$ cat config.mk
export PLATFORM = sky130hd
export DESIGN_NAME = avalon_pio_bank
export DESIGN_NICKNAME = d
export VERILOG_FILES = /design/src/rtl/avalon_pio_bank.sv
export SDC_FILE = /design/constraint.sdc
export NUM_CORES = 1
export LEC_CHECK = 0
export ABC_CLOCK_PERIOD_IN_PS = 2100
export BUFFER_PORTS_ARGS = -buffer_cell sky130_fd_sc_hd__buf_2
export CAP_MARGIN = 20
export CORE_MARGIN = 10
export CORE_UTILIZATION = 45
export CTS_BUF_LIST = sky130_fd_sc_hd__clkbuf_16
export DETAILED_ROUTE_END_ITERATION = 12
export GPL_TIMING_DRIVEN = 0
export MAX_ROUTING_LAYER = met4
export PLACE_DENSITY = 0.73
export SYNTH_ARGS = -nofsm -noshare
export SYNTH_HDL_FRONTEND = slang
export SYNTH_SLANG_ARGS = --single-unit
export TNS_END_PERCENT = 20
$ cat constraint.sdc
create_clock -name clk -period 2.1 [get_ports clk]
set_input_delay 0 -clock clk [delete_from_list [all_inputs] [get_ports clk]]
set_output_delay 0 -clock clk [all_outputs]
set_load 0.05 [all_outputs]
$ cat src/rtl/avalon_pio_bank.sv
`default_nettype none
// ============================================================================
// Module   : avalon_pio_bank
// Brief    : Avalon-MM PIO bank with NUM_OUT output channel registers and an
//            IN_W-bit input port with synchroniser, debounce, edge capture
//            and a maskable level interrupt.
// Revision : 1.0 - initial release
// ============================================================================
module avalon_pio_bank #(
   parameter int NUM_OUT   = 3,
   parameter int OUT_W     = 16,
   parameter int IN_W      = 2,
   parameter int DEB_CYC   = 50000,
   parameter int EDGE_MODE = 0,
   parameter int ADDR_W    = 4
) (
   input  logic                     clk,
   input  logic                     reset,
   input  logic [ADDR_W-1:0]        address,
   input  logic                     read,
   input  logic                     write,
   input  logic [31:0]              writedata,
   output logic [31:0]              readdata,
   output logic                     irq,
   input  logic [IN_W-1:0]          in_export,
   output logic [NUM_OUT*OUT_W-1:0] out_export
);

   localparam int                 c_CNT_W     = $clog2(DEB_CYC + 1);
   localparam logic [c_CNT_W-1:0] c_CNT_LAST  = c_CNT_W'(DEB_CYC - 1);
   localparam logic [ADDR_W-1:0]  c_ADDR_IN   = ADDR_W'(NUM_OUT);
   localparam logic [ADDR_W-1:0]  c_ADDR_EDGE = ADDR_W'(NUM_OUT + 1);
   localparam logic [ADDR_W-1:0]  c_ADDR_MASK = ADDR_W'(NUM_OUT + 2);

   logic [OUT_W-1:0] r_out [NUM_OUT];
   logic [IN_W-1:0]  r_sync1;
   logic [IN_W-1:0]  r_sync2;
   logic [IN_W-1:0]  r_deb;
   logic [IN_W-1:0]  w_deb_next;
   logic [IN_W-1:0]  r_edge;
   logic [IN_W-1:0]  r_mask;
   logic [IN_W-1:0]  w_edge_set;
   logic [IN_W-1:0]  w_edge_clr;
   logic [31:0]      w_rd_mux;
   logic [31:0]      r_readdata;
   logic             r_irq;
   logic             w_unused_wdata;

   // Upper writedata bits are architecturally ignored.
   assign w_unused_wdata = ^writedata;

   // Output channel registers, written by word address 0..NUM_OUT-1.
   always_ff @(posedge clk) begin
      if (reset) begin
         for (int k = 0; k < NUM_OUT; k++) begin
            r_out[k] <= '0;
         end
      end else if (write) begin
         for (int k = 0; k < NUM_OUT; k++) begin
            if (address == ADDR_W'(k)) begin
               r_out[k] <= writedata[OUT_W-1:0];
            end
         end
      end
   end

   generate
      for (genvar k = 0; k < NUM_OUT; k++) begin : g_out
         assign out_export[k*OUT_W +: OUT_W] = r_out[k];
      end
   endgenerate

   // Two-flop synchroniser and debounced value register.
   always_ff @(posedge clk) begin
      if (reset) begin
         r_sync1 <= '0;
         r_sync2 <= '0;
         r_deb   <= '0;
      end else begin
         r_sync1 <= in_export;
         r_sync2 <= r_sync1;
         r_deb   <= w_deb_next;
      end
   end

   generate
      for (genvar i = 0; i < IN_W; i++) begin : g_deb
         logic [c_CNT_W-1:0] r_cnt;
         logic               w_mismatch;

         assign w_mismatch    = (r_sync2[i] != r_deb[i]);
         // The bit flips on the DEB_CYC-th consecutive mismatched cycle.
         assign w_deb_next[i] = (w_mismatch && (r_cnt == c_CNT_LAST)) ? r_sync2[i] : r_deb[i];

         // Stability counter: cleared on match or on acceptance of a new value.
         always_ff @(posedge clk) begin
            if (reset) begin
               r_cnt <= '0;
            end else if (!w_mismatch || (r_cnt == c_CNT_LAST)) begin
               r_cnt <= '0;
            end else begin
               r_cnt <= r_cnt + c_CNT_W'(1);
            end
         end
      end
   endgenerate

   // Select which debounced transitions count as edges.
   always_comb begin
      w_edge_set = '0;
      case (EDGE_MODE)
         0:       w_edge_set = w_deb_next & ~r_deb;
         1:       w_edge_set = ~w_deb_next & r_deb;
         default: w_edge_set = w_deb_next ^ r_deb;
      endcase
   end

   assign w_edge_clr = (write && (address == c_ADDR_EDGE)) ? writedata[IN_W-1:0] : '0;

   // Edge capture (set beats write-1-clear), mask register and registered irq.
   always_ff @(posedge clk) begin
      if (reset) begin
         r_edge <= '0;
         r_mask <= '0;
         r_irq  <= 1'b0;
      end else begin
         r_edge <= (r_edge & ~w_edge_clr) | w_edge_set;
         if (write && (address == c_ADDR_MASK)) begin
            r_mask <= writedata[IN_W-1:0];
         end
         r_irq <= |(r_edge & r_mask);
      end
   end

   // Read data multiplexer; unmapped addresses return zero.
   always_comb begin
      w_rd_mux = '0;
      for (int k = 0; k < NUM_OUT; k++) begin
         if (address == ADDR_W'(k)) begin
            w_rd_mux = 32'(r_out[k]);
         end
      end
      if (address == c_ADDR_IN) begin
         w_rd_mux = 32'(r_deb);
      end
      if (address == c_ADDR_EDGE) begin
         w_rd_mux = 32'(r_edge);
      end
      if (address == c_ADDR_MASK) begin
         w_rd_mux = 32'(r_mask);
      end
   end

   // Latency-1 read data register; holds between reads.
   always_ff @(posedge clk) begin
      if (reset) begin
         r_readdata <= '0;
      end else if (read) begin
         r_readdata <= w_rd_mux;
      end
   end

   assign readdata = r_readdata;
   assign irq      = r_irq;

endmodule
`default_nettype wire
# [Yosys cells after proc, flatten, opt, wreduce, memory -nomap -nowiden]
# Memories as Yosys holds them, arrays and structs flattened.
# Cells that the tools add are included.
[op_classes] eq_ne=9 addsub=2 reduce_logical=12 bitwise_logic=9 n_mux=26
[ops] op="$mux W32" n=5
[ops] op="$mux W16" n=4
[ops] op="$add A16 B1 Y16 const B" n=2
[ops] op="$eq A16 B16 Y1 const B" n=2
[ops] op="$mux W1" n=16
[ops] op="$eq A4 B2 Y1 const B" n=2
[ops] op="$eq A4 B3 Y1 const B" n=2
[ops] op="$and A2 B2 Y2" n=3
[ops] op="$reduce_or A2 Y1" n=3
[ops] op="$eq A4 B1 Y1 const B" n=1
[ops] op="$logic_and A1 B1 Y1" n=4
[ops] op="$logic_not A4 Y1" n=1
[ops] op="$not A2 Y2" n=2
[ops] op="$or A1 B1 Y1" n=3
[ops] op="$logic_not A1 Y1" n=2
[ops] op="$logic_or A1 B1 Y1" n=2
[ops] op="$mux W2" n=1
[ops] op="$ne A1 B1 Y1" n=2
[ops] op="$or A2 B2 Y2" n=1
[word_totals] register_bits=75 memories=1 ramBits=48
[mem_list] name="r_out" words=3 word_bits=16 read_ports=3 rd_ports_with_merged_regs=0 write_ports=3 line_no="35" text="logic [OUT_W-1:0] r_out [NUM_OUT];"

# [Longest topological paths before layout]
# Gate-level depths: netlist (run 1).
[depth] word_depth=7 ltp_mapped=7 depth_no_buf=5

# [Least setup slack after synthesis (run 1)]
# Ideal clock, no wire load.
[synth_timing] path_kind="input to register" start="input port address[0]" end="memory r_out[2][0] (netlist: r_out[0][32]) (enable)" n_path_buf=3 required_time_ps=1708 arrival_ps=1919 stages=5 slack_ps=-211 path_cell_list="clkbuf_1 -> or4b_2 -> clkbuf_1 -> buf_2 -> o21bai_1"
[synth_rtl] element="start, declared" line_no="19" text="input logic [ADDR_W-1:0] address,"
[synth_rtl] element="end, declared" line_no="35"

# [Worst setup path in the final report (run 1)]
[layout_timing] start="register g_deb[0].r_cnt[13]" end="register g_deb[0].r_cnt[9]"
[layout_between] elab_chain_len=3
[layout_lines] element="start, declared" line_no="88" text="logic [c_CNT_W-1:0] r_cnt;"
[layout_lines] element="start signal, assigned" line_no="102" text="r_cnt <= r_cnt + c_CNT_W'(1);"
[layout_lines] element="$eq A16 B16 Y1" line_no="99" text="end else if (!w_mismatch || (r_cnt == c_CNT_LAST)) begin"
[layout_lines] element="$logic_or A1 B1 Y1" line_no="99"
[layout_lines] element="$reduce_or A2 Y1 (no source line)"
# Every way passes these cells.
# A chain may end at the register's enable or synchronous reset.

==> flow_summary.yaml, run 1 <==
die:
  boundaryPins: 123
  core_area_um2: 10200
  rows: 37
  die-area_um2: 14800
  dieHeight_um: 122
  die_x_um: 122
  initial_core_util_pct: 45.7
clock_tree:
  cts_max_level: 3
  insertion_delay_ns: 0.34
  cts_tree: "built"
  clk_pin_slew_ns: 0.07
  cts_buffers: 9
  cts.sinks: 107
  cts_buffer_depth: 2
  cts_root_buf: "clkbuf_16"
global_routing:
  antenna_found_initial: 2
  grt_pass1_vias: 3556
  grt.total_usage_pct: 15.3
  grt_max_degree: 20
  overflow: 0
  grt_pass1_wl_um: 17700
sta:
  hold_violations: 0
  worst_pin_slew_ns: 0.951
  slew_headroom_pct: 36.1
  drv_slew: 0
  grt_setup_unrepaired: "no"
  setup_viol: 0
  min_period_over_period_pct: 96.4
  setup_tns_ns: 0
  fin_crit_ns: 2.02
  max_clock_freq_mhz: 494
  skew_ns: 0.00969
synthesis:
  yosysTopAreaCell: "edfxtp_1"
  seq_area_frac_synth_pct: 56.3
  synth_top_area_share_pct: 30.9
  synth.distinct_cells: 44
  syn_area_um2: 4660
  synthArstFlopShare_pct: 0
  synth-edff-count: 48
  synth.avg_cell_area_um2: 10.7
  synth_ff_type: "dfxtp_1"
  synth_top_cells_by_area: "edfxtp_1 (31%), dfxtp_1 (25%), nor2_1 (5.7%)"
  synth_seq_cells: 107
  yosysMostFrequentCell: "nor2_1"
  yosysWarningCount: 0
  synthCells: 434
  synth_common_cells: "nor2_1 (71), dfxtp_1 (59), edfxtp_1 (48), xnor2_1 (28), nor2b_1 (19)"
worst_setup_path:
  slowest_stage: "or4b_4"
  start_kind: "flop"
  max_stage_delay_ns: 0.54
  crit_chain: "or4b_4 > or4_4 > o21ai_4 > buf_6 > nor2_1"
  worstPathArrival_ns: 2.26
  worstPathMaxFanout: 10
  end_kind: "flop"
  critPathRequiredTime_ns: 2.33
  critPathKind: "flop to flop"
power:
  sw_frac_of_total_pct: 28.4
  p_leak_nw: 2.18
  comb_power_share_pct: 13.9
  ir_drop_v: 0.000364
  p_per_area_nw_per_um2: 778
  power_switching_mw: 1.28
  power_frac_seq_pct: 50.7
  power_mw: 4.52
  p_int_mw: 3.24
  clockPowerShare_pct: 35.3
place:
  io_buffers: 88
  finalWeightedCongestion: 0.798
  place_hpwl_um: 8250
  dpl_cell_area_um2: 5330
job:
  cap_viol_max_count: 0
cells_and_area:
  area_growth_pct: 24.5
  fin_area_um2: 5800
  finalNetCount: 609
  final_layout_size_suffix_gt1_share_pct: 26.8
hold_path:
  hold_class: "input pin to flop"
routing:
  wl_per_cell_um: 15.9
  dr.pass1.iters: 4
  drt_wl_total_um: 11200
  drc: 0
  vias: 3574
  first_iter_violations: 227
  ant_nets: 0
  routed_via_density: 5.05
status:
  status: "finished, final reports clean"
-- state kept, by name, indices dropped and copies added, names as in the netlist --
register	flops
g_deb.r_cnt	32
irq	1
r_deb	2
r_edge	2
r_mask	2
r_out	48
r_sync1	2
r_sync2	2
readdata	16
-- routing by layer --
metal	wire length (um)	global-route usage, %
met1	4610	17.2
met2	5730	25.8
met3	771	4.39
met4	132	4.77
met5	0	-
-- worst paths after layout --
check	start	to	slack [ns]	cells after the start
worst max-delay path	g_deb[0].r_cnt[13]	g_deb[0].r_cnt[9]	0.08	5
worst min-delay path	writedata[14]	r_out[0][14]	0.01	2
worst max register to register	g_deb[0].r_cnt[13]	g_deb[0].r_cnt[9]	0.08	5
worst min register to register	r_sync1[0]	r_sync2[0]	0.44	1
-- metrics by stage --
step                      worst slack, ns  hold slack [ns]  cells  utilization [%]
after floorplan                     0.127            0.128    449                -
final                              0.0755           0.0131    708             57.0
after global placement             -0.386            0.212    673             52.3
after detailed placement           -0.447            0.219    673             52.3
after CTS                         0.00524          0.00163    705             56.8
after global routing               0.0225           0.0257    708             57.0
-- placed cells by master, fill, tap and decap left out, types with 14 or more instances in the layout --
| master | n |
|---|---|
| a2111oi_0 | 14 |
| and2_1 | 16 |
| buf_2 | 90 |
| buf_4 | 17 |
| clkbuf_1 | 14 |
| conb_1 | 16 |
| dfxtp_1 | 58 |
| dlygate4sd3_1 | 16 |
| edfxtp_1 | 48 |
| nand2b_1 | 16 |
| nand3_1 | 14 |
| nor2_1 | 71 |
| nor2b_1 | 19 |
| nor3_1 | 14 |
| o21ba_2 | 14 |
| xnor2_1 | 28 |
-- logic make-up after synthesis --
logic type / synth area share [%]
other cells: 0.0805
fa+ha+maj: 0.537
buf+inv: 5.29
simple gates: 21.5
flops: 56.3
mux: 1.83
xor+xnor: 5.64
compound gates: 8.89
-- worst max-delay path, delay by kind of cell, from the launching register on --
| kind | cells | cell delay [ns] |
|---|---|---|
| AO/OA/AOI/OAI | 1 | 0.25 |
| buffers and inverters | 1 | 0.18 |
| flip-flops | 1 | 0.34 |
| AND/OR/NAND/NOR | 3 | 1.14 |
-- power groups by stage --
stage	Sequential [mW]	Combinational, mW	Clock [mW]
final	2.29	0.629	1.60
after global routing	2.30	0.663	1.72
after CTS	2.29	0.631	1.63
after detailed placement	2.34	0.604	0
after global placement	2.33	0.601	0
after floorplan	2.58	0.204	0
-- layout make-up --
type / count / area (um2)
Timing Repair Buffer: 105 / 608
Clock inverter: 7 / 61.3
Fill cell: 872 / 4380
Multi-Input combinational cell: 297 / 1860
Clock buffer: 9 / 225
Sequential cell: 107 / 2620
Antenna cell: 2 / 5.00
Tap cell: 136 / 170
Buffer: 34 / 205
Inverter: 11 / 41.3
-- repair_timing --
item / 4_1_cts / 5_1_grt
endpoints found under the setup margin: 16 / 12
hold buffers: 16 / 0
buffers inserted: 0 / 1
endpoints found under the hold margin: 42 / 0
gates resized for setup: 1 / 2
pin swaps: 0 / 2
Note: power is estimated with default switching activity, not from simulation.
==> inputs of run 2 (changes only) <==
- ABC_CLOCK_PERIOD_IN_PS: 2100 -> 2050
- CTS_CLUSTER_DIAMETER: not set -> 200
- PLACE_DENSITY: 0.73 -> 0.7
- clock period: 2.1 -> 2.05 ns (I/O delays scaled with it)
==> run 2 against run 1 <==
Effect of this change: routed wire length is 0.70% lower; clock power is 3% lower; critical path depth stayed put; global-route usage is 0.33 points lower; largest power group unchanged; utilization is 0.15 points lower; first-iteration DRC count is 35% lower; via count is 0.67% lower; clock skew hardly changed; non-clock buffer count stayed put; sequential share of layout area is 0.16 points higher; fmax is 1.1% higher.
==> flow_summary.yaml, run 2 (synthesis gave the netlist of run 1 again) <==
worst_setup_path:
  worstPathMaxFanout: 7
  start_kind: "flop"
  ff2ff_setup_slack_ns: 0.05
  crit_chain: "or4b_4 > or4_4 > o21ai_4 > buf_6 > nor2_1"
  max_stage_delay_ns: 0.55
  r2r-start: "g_deb[1].r_cnt[4]"
  slowest_stage: "or4_4"
  rr_worst_depth: 5
  rr_endpoint: "g_deb[1].r_cnt[12]"
  critPathRequiredTime_ns: 2.28
  worstPathArrival_ns: 2.23
  crit_family: "simple AND/OR/NAND/NOR gates"
  crit_buf_inv: 1
  critPathKind: "flop to flop"
  end_kind: "flop"
sta:
  slew_headroom_pct: 44.0
  min_period_over_period_pct: 97.7
  grt_setup_unrepaired: "yes"
  skew_ns: 0.00958
  holdWs_ns: 0.00477
  drv_slew: 0
  worst_pin_slew_ns: 0.834
  setup_slack_ns: 0.0481
  setup_viol: 0
  max_clock_freq_mhz: 500
  hold_violations: 0
  fin_crit_ns: 2.00
cells_and_area:
  area_growth_pct: 24.2
  regMostFlops: "r_out"
  layout_commonest_cell: "buf_2"
  largest_reg_flops: 48
  final_cells: 707
  fillCellCount: 883
  finalNetCount: 609
  final_layout_size_suffix_gt1_share_pct: 27.9
  final_cell_mix: "buf_2 (90), nor2_1 (70), dfxtp_1 (56)"
  final_core_util_pct: 56.8
global_routing:
  antenna_found_initial: 1
  overflow: 0
  grt.total_usage_pct: 15.0
  grt_pass1_wl_um: 17400
  grt_max_degree: 18
  grt_pass1_vias: 3453
place:
  io_buffers: 88
  pre_cts_slack_ns: -0.478
  place_hpwl_um: 7940
  finalWeightedCongestion: 0.814
  dp_cells: 673
routing:
  vias: 3550
  wl_per_cell_um: 15.8
  dr.pass1.iters: 4
  first_iter_violations: 148
  ant_nets: 0
  routed_via_density: 5.02
  drt_wl_total_um: 11200
  drc: 0
die:
  rows: 37
  dieHeight_um: 122
  initial_core_util_pct: 45.7
  die-area_um2: 14800
  die_x_um: 122
  core_area_um2: 10200
  boundaryPins: 123
hold_path:
  hold_path_depth: 2
  hold_start: "writedata[6]"
  hold_class: "input pin to flop"
  hold_end: "r_out[0][22]"
power:
  power_mw: 4.54
  clockPowerShare_pct: 34.2
  p_per_area_nw_per_um2: 785
  p_leak_nw: 2.18
  p_int_mw: 3.28
  ir_drop_v: 0.000422
  power_frac_seq_pct: 51.7
  power_switching_mw: 1.26
  sw_frac_of_total_pct: 27.8
  comb_power_share_pct: 14.1
clock_tree:
  cts_max_level: 3
  insertion_delay_ns: 0.35
  cts_root_buf: "clkbuf_16"
  clk_pin_slew_ns: 0.07
  cts_buffer_depth: 2
  cts.sinks: 107
  cts_buffers: 9
  cts_tree: "built"
status:
  status: "finished, final reports clean"
job:
  cap_viol_max_count: 0
==> run 2: cell types whose count changed in the layout (fill, tap and decap cells not counted), sizes merged <==
cell	previous run	this run
diode	2	1
clkinv	4	3
buf	109	112
inv	14	15
dlygate4sd3	16	13
==> run 2: cell type report <==
| type | count | area [um2] | share of cell area (%) |
|---|---|---|---|
| flip-flops and latches | 107 | 2630 | 45.4 |
| diodes | 1 | 2.50 | 0.0432 |
| clock inverters | 7 | 38.8 | 0.670 |
| inverters | 11 | 41.3 | 0.713 |
| well taps | 136 | 170 | 2.94 |
| clock buffers | 9 | 225 | 3.89 |
| plain buffers | 34 | 205 | 3.55 |
| repair buffers | 105 | 604 | 10.4 |
| multi-input cells | 297 | 1870 | 32.4 |
==> run 2: worst max-delay path by stage <==
stage | start | slack [ns] | endpoint | depth (start not counted)
floorplan | address[0] | 0.08 | r_out[0][32] | 5
global placement | address[0] | -0.46 | r_out[0][35] | 5
detailed placement | address[0] | -0.48 | r_out[0][40] | 5
CTS | g_deb[0].r_cnt[7] | 0.01 | g_deb[0].r_cnt[14] | 5
global route | g_deb[1].r_cnt[4] | -0.03 | g_deb[1].r_cnt[12] | 5
finish | g_deb[1].r_cnt[4] | 0.05 | g_deb[1].r_cnt[12] | 5
==> run 2: worst register-to-register path, stage by stage, from the launching register on <==
cell and delay, ns:
dfxtp_2 0.34, or4b_4 0.53, or4_4 0.55, o21ai_4 0.26
buf_6 0.16, nor2_1 0.05
==> run 2: per-stage QoR <==
stage | instance area, um2 | setup TNS (ns)
floorplan | 4720 | 0
global placement | 5330 | -9.61
detailed placement | 5330 | -10.75
CTS | 5740 | 0
global route | 5790 | -0.165
finish | 5790 | 0
==> run 2: per-layer routing <==
layer,vias to the layer above,share of wire (%),GRT usage (%)
met1,1679,43,17.9
met5,-,0,-
met2,106,48,24.1
met4,0,1.1,4.47
met3,11,8.3,4.12
li1,1754,-,-
==> run 2: power groups by stage <==
stage | logic (mW) | registers, mW | clock network [mW]
6_report | 0.642 | 2.35 | 1.55
5_1_grt | 0.674 | 2.36 | 1.66
4_1_cts | 0.641 | 2.35 | 1.58
3_5_place_dp | 0.618 | 2.40 | 0
3_3_place_gp | 0.614 | 2.39 | 0
2_1_floorplan | 0.209 | 2.65 | 0
==> run 2: timing repair <==
action	in CTS	in global routing
hold endpoints to repair	27	0
setup endpoints to repair	26	20
gates resized for setup	2	8
hold buffers	13	0
cloned	0	1
pin swaps	1	3
buffers inserted	0	3
==> inputs of run 3 (changes only) <==
- PLACE_DENSITY: 0.7 -> 0.75
- REMOVE_ABC_BUFFERS: not set -> 1
==> run 3 against run 2 <==
Effect of this change: final cell count decreased by 4.4%; critical endpoint is now g_deb[1].r_cnt[14]; utilization fell by 1.4 points; die area stayed put; combinational power is 4.0% lower; largest power group unchanged; flip-flop and latch count is the same.
==> flow_summary.yaml, run 3 (synthesis gave the netlist of run 1 again) <==
routing:
  vias: 3477
  routed_via_density: 5.14
  drt_wl_total_um: 11200
  drc: 0
  first_iter_violations: 161
  ant_nets: 0
  wl_per_cell_um: 16.6
  dr.pass1.iters: 4
global_routing:
  grt_max_degree: 35
  grt_pass1_vias: 3488
  antenna_found_initial: 1
  grt.total_usage_pct: 14.8
  overflow: 0
  grt_pass1_wl_um: 17100
clock_tree:
  cts_tree: "built"
  cts_buffer_depth: 2
  clk_pin_slew_ns: 0.07
  cts_buffers: 9
  cts.sinks: 107
  cts_max_level: 3
  cts_root_buf: "clkbuf_16"
  insertion_delay_ns: 0.34
sta:
  setup_slack_ns: 0.122
  setup_viol: 0
  drv_slew: 0
  slew_headroom_pct: 46.5
  hold_violations: 0
  fin_crit_ns: 1.93
  grt_setup_unrepaired: "no"
  min_period_over_period_pct: 94.0
  worst_pin_slew_ns: 0.800
  max_clock_freq_mhz: 519
  skew_ns: 0.00644
die:
  core_area_um2: 10200
  die_x_um: 122
  initial_core_util_pct: 45.7
  rows: 37
  dieHeight_um: 122
  boundaryPins: 123
  die-area_um2: 14800
power:
  power_mw: 4.63
  ir_drop_v: 0.000425
  p_per_area_nw_per_um2: 820
  p_leak_nw: 2.09
worst_setup_path:
  r2r-start: "g_deb[1].r_cnt[4]"
  start_kind: "flop"
  critPathRequiredTime_ns: 2.29
  slowest_stage: "or4b_1"
  end_kind: "flop"
  rr_worst_depth: 5
  max_stage_delay_ns: 0.55
  ff2ff_setup_slack_ns: 0.12
  rr_endpoint: "g_deb[1].r_cnt[14]"
  worstPathMaxFanout: 16
  worstPathArrival_ns: 2.17
  crit_chain: "or4b_1 > or4_4 > o21ai_4 > buf_12 > nor2_1"
  critPathKind: "flop to flop"
job:
  cap_viol_max_count: 0
cells_and_area:
  regMostFlops: "r_out"
  fillCellCount: 851
  final_cell_mix: "buf_2 (90), nor2_1 (71), dfxtp_1 (58)"
  finalNetCount: 578
  largest_reg_flops: 48
  layout_commonest_cell: "buf_2"
  area_growth_pct: 21.2
  final_layout_size_suffix_gt1_share_pct: 26.0
  fin_area_um2: 5650
hold_path:
  hold_start: "writedata[6]"
  hold_end: "r_out[0][6]"
  hold_path_depth: 2
  hold_class: "input pin to flop"
place:
  io_buffers: 90
  place_hpwl_um: 7920
  finalWeightedCongestion: 0.786
  pre_cts_slack_ns: -0.188
  dpl_cell_area_um2: 5170
status:
  status: "finished, final reports clean"
## run 3: cell types whose count changed in the layout (fill, tap and decap cells not counted), sizes merged
| cell | delta |
|---|---|
| buf | -18 |
| clkbuf | -14 |
| dlygate4sd3 | +1 |
## run 3: worst max-delay path by stage
stage                      start  slack (ns)                 end  cells after the start
2_1_floorplan         address[2]       -0.03        r_out[0][32]                      2
3_3_place_gp          address[0]       -1.06        r_out[0][34]                      3
3_5_place_dp          address[0]       -0.19        r_out[0][47]                      4
4_1_cts        g_deb[1].r_cnt[4]       0.002  g_deb[1].r_cnt[13]                      4
5_1_grt        g_deb[1].r_cnt[4]        0.05   g_deb[1].r_cnt[5]                      5
6_report       g_deb[1].r_cnt[4]        0.12  g_deb[1].r_cnt[14]                      5
## run 3: through the flow
stage          utilization [%]  instances  hold slack, ns  TNS, ns
6_report                  55.4        676          0.0103        0
5_1_grt                   55.4        676         0.00857        0
4_1_cts                   55.2        674         0.00848        0
3_5_place_dp              50.7        643           0.221    -2.20
3_3_place_gp              50.4        641           0.215   -30.15
2_1_floorplan                -        415          0.0691   -0.447
## run 3: report_power, final
part | switching, mW | internal (mW)
logic | 0.476 | 0.140
clock network | 0.810 | 0.857
registers | 0.0442 | 2.31
## run 3: critical path: cells and delay by family, from the launching register on
family | cells | cell delay (ns)
compound gates | 1 | 0.18
buf+inv | 1 | 0.15
flops | 1 | 0.33
simple gates | 3 | 1.15
## run 3: final cells by class
class                           count  area (um2)  area share [%]
Tap cell                          136         170            3.01
Antenna cell                        1        2.50          0.0443
Sequential cell                   107        2620            46.5
Clock inverter                      7        66.3            1.17
Multi-Input combinational cell    297        1860            32.9
Timing Repair Buffer              108         657            11.6
Inverter                           11        41.3           0.731
Clock buffer                        9         225            3.99
## run 3: metal layers
| metal | part of all wire (%) | track usage (%) | vias up |
|---|---|---|---|
| met1 | 39 | 16.0 | 1674 |
| met5 | 0 | - | - |
| met4 | 1.3 | 5.96 | 0 |
| met2 | 50 | 25.1 | 99 |
| met3 | 9.1 | 4.30 | 13 |
| li1 | - | - | 1691 |
## run 3: timing repair
action                                 4_1_cts  5_1_grt
hold buffers                                14        0
setup buffers                                1        1
endpoints found under the hold margin       36        0
setup endpoints to repair                   23       27
pin swaps                                    1        1
resized for setup                            1        1
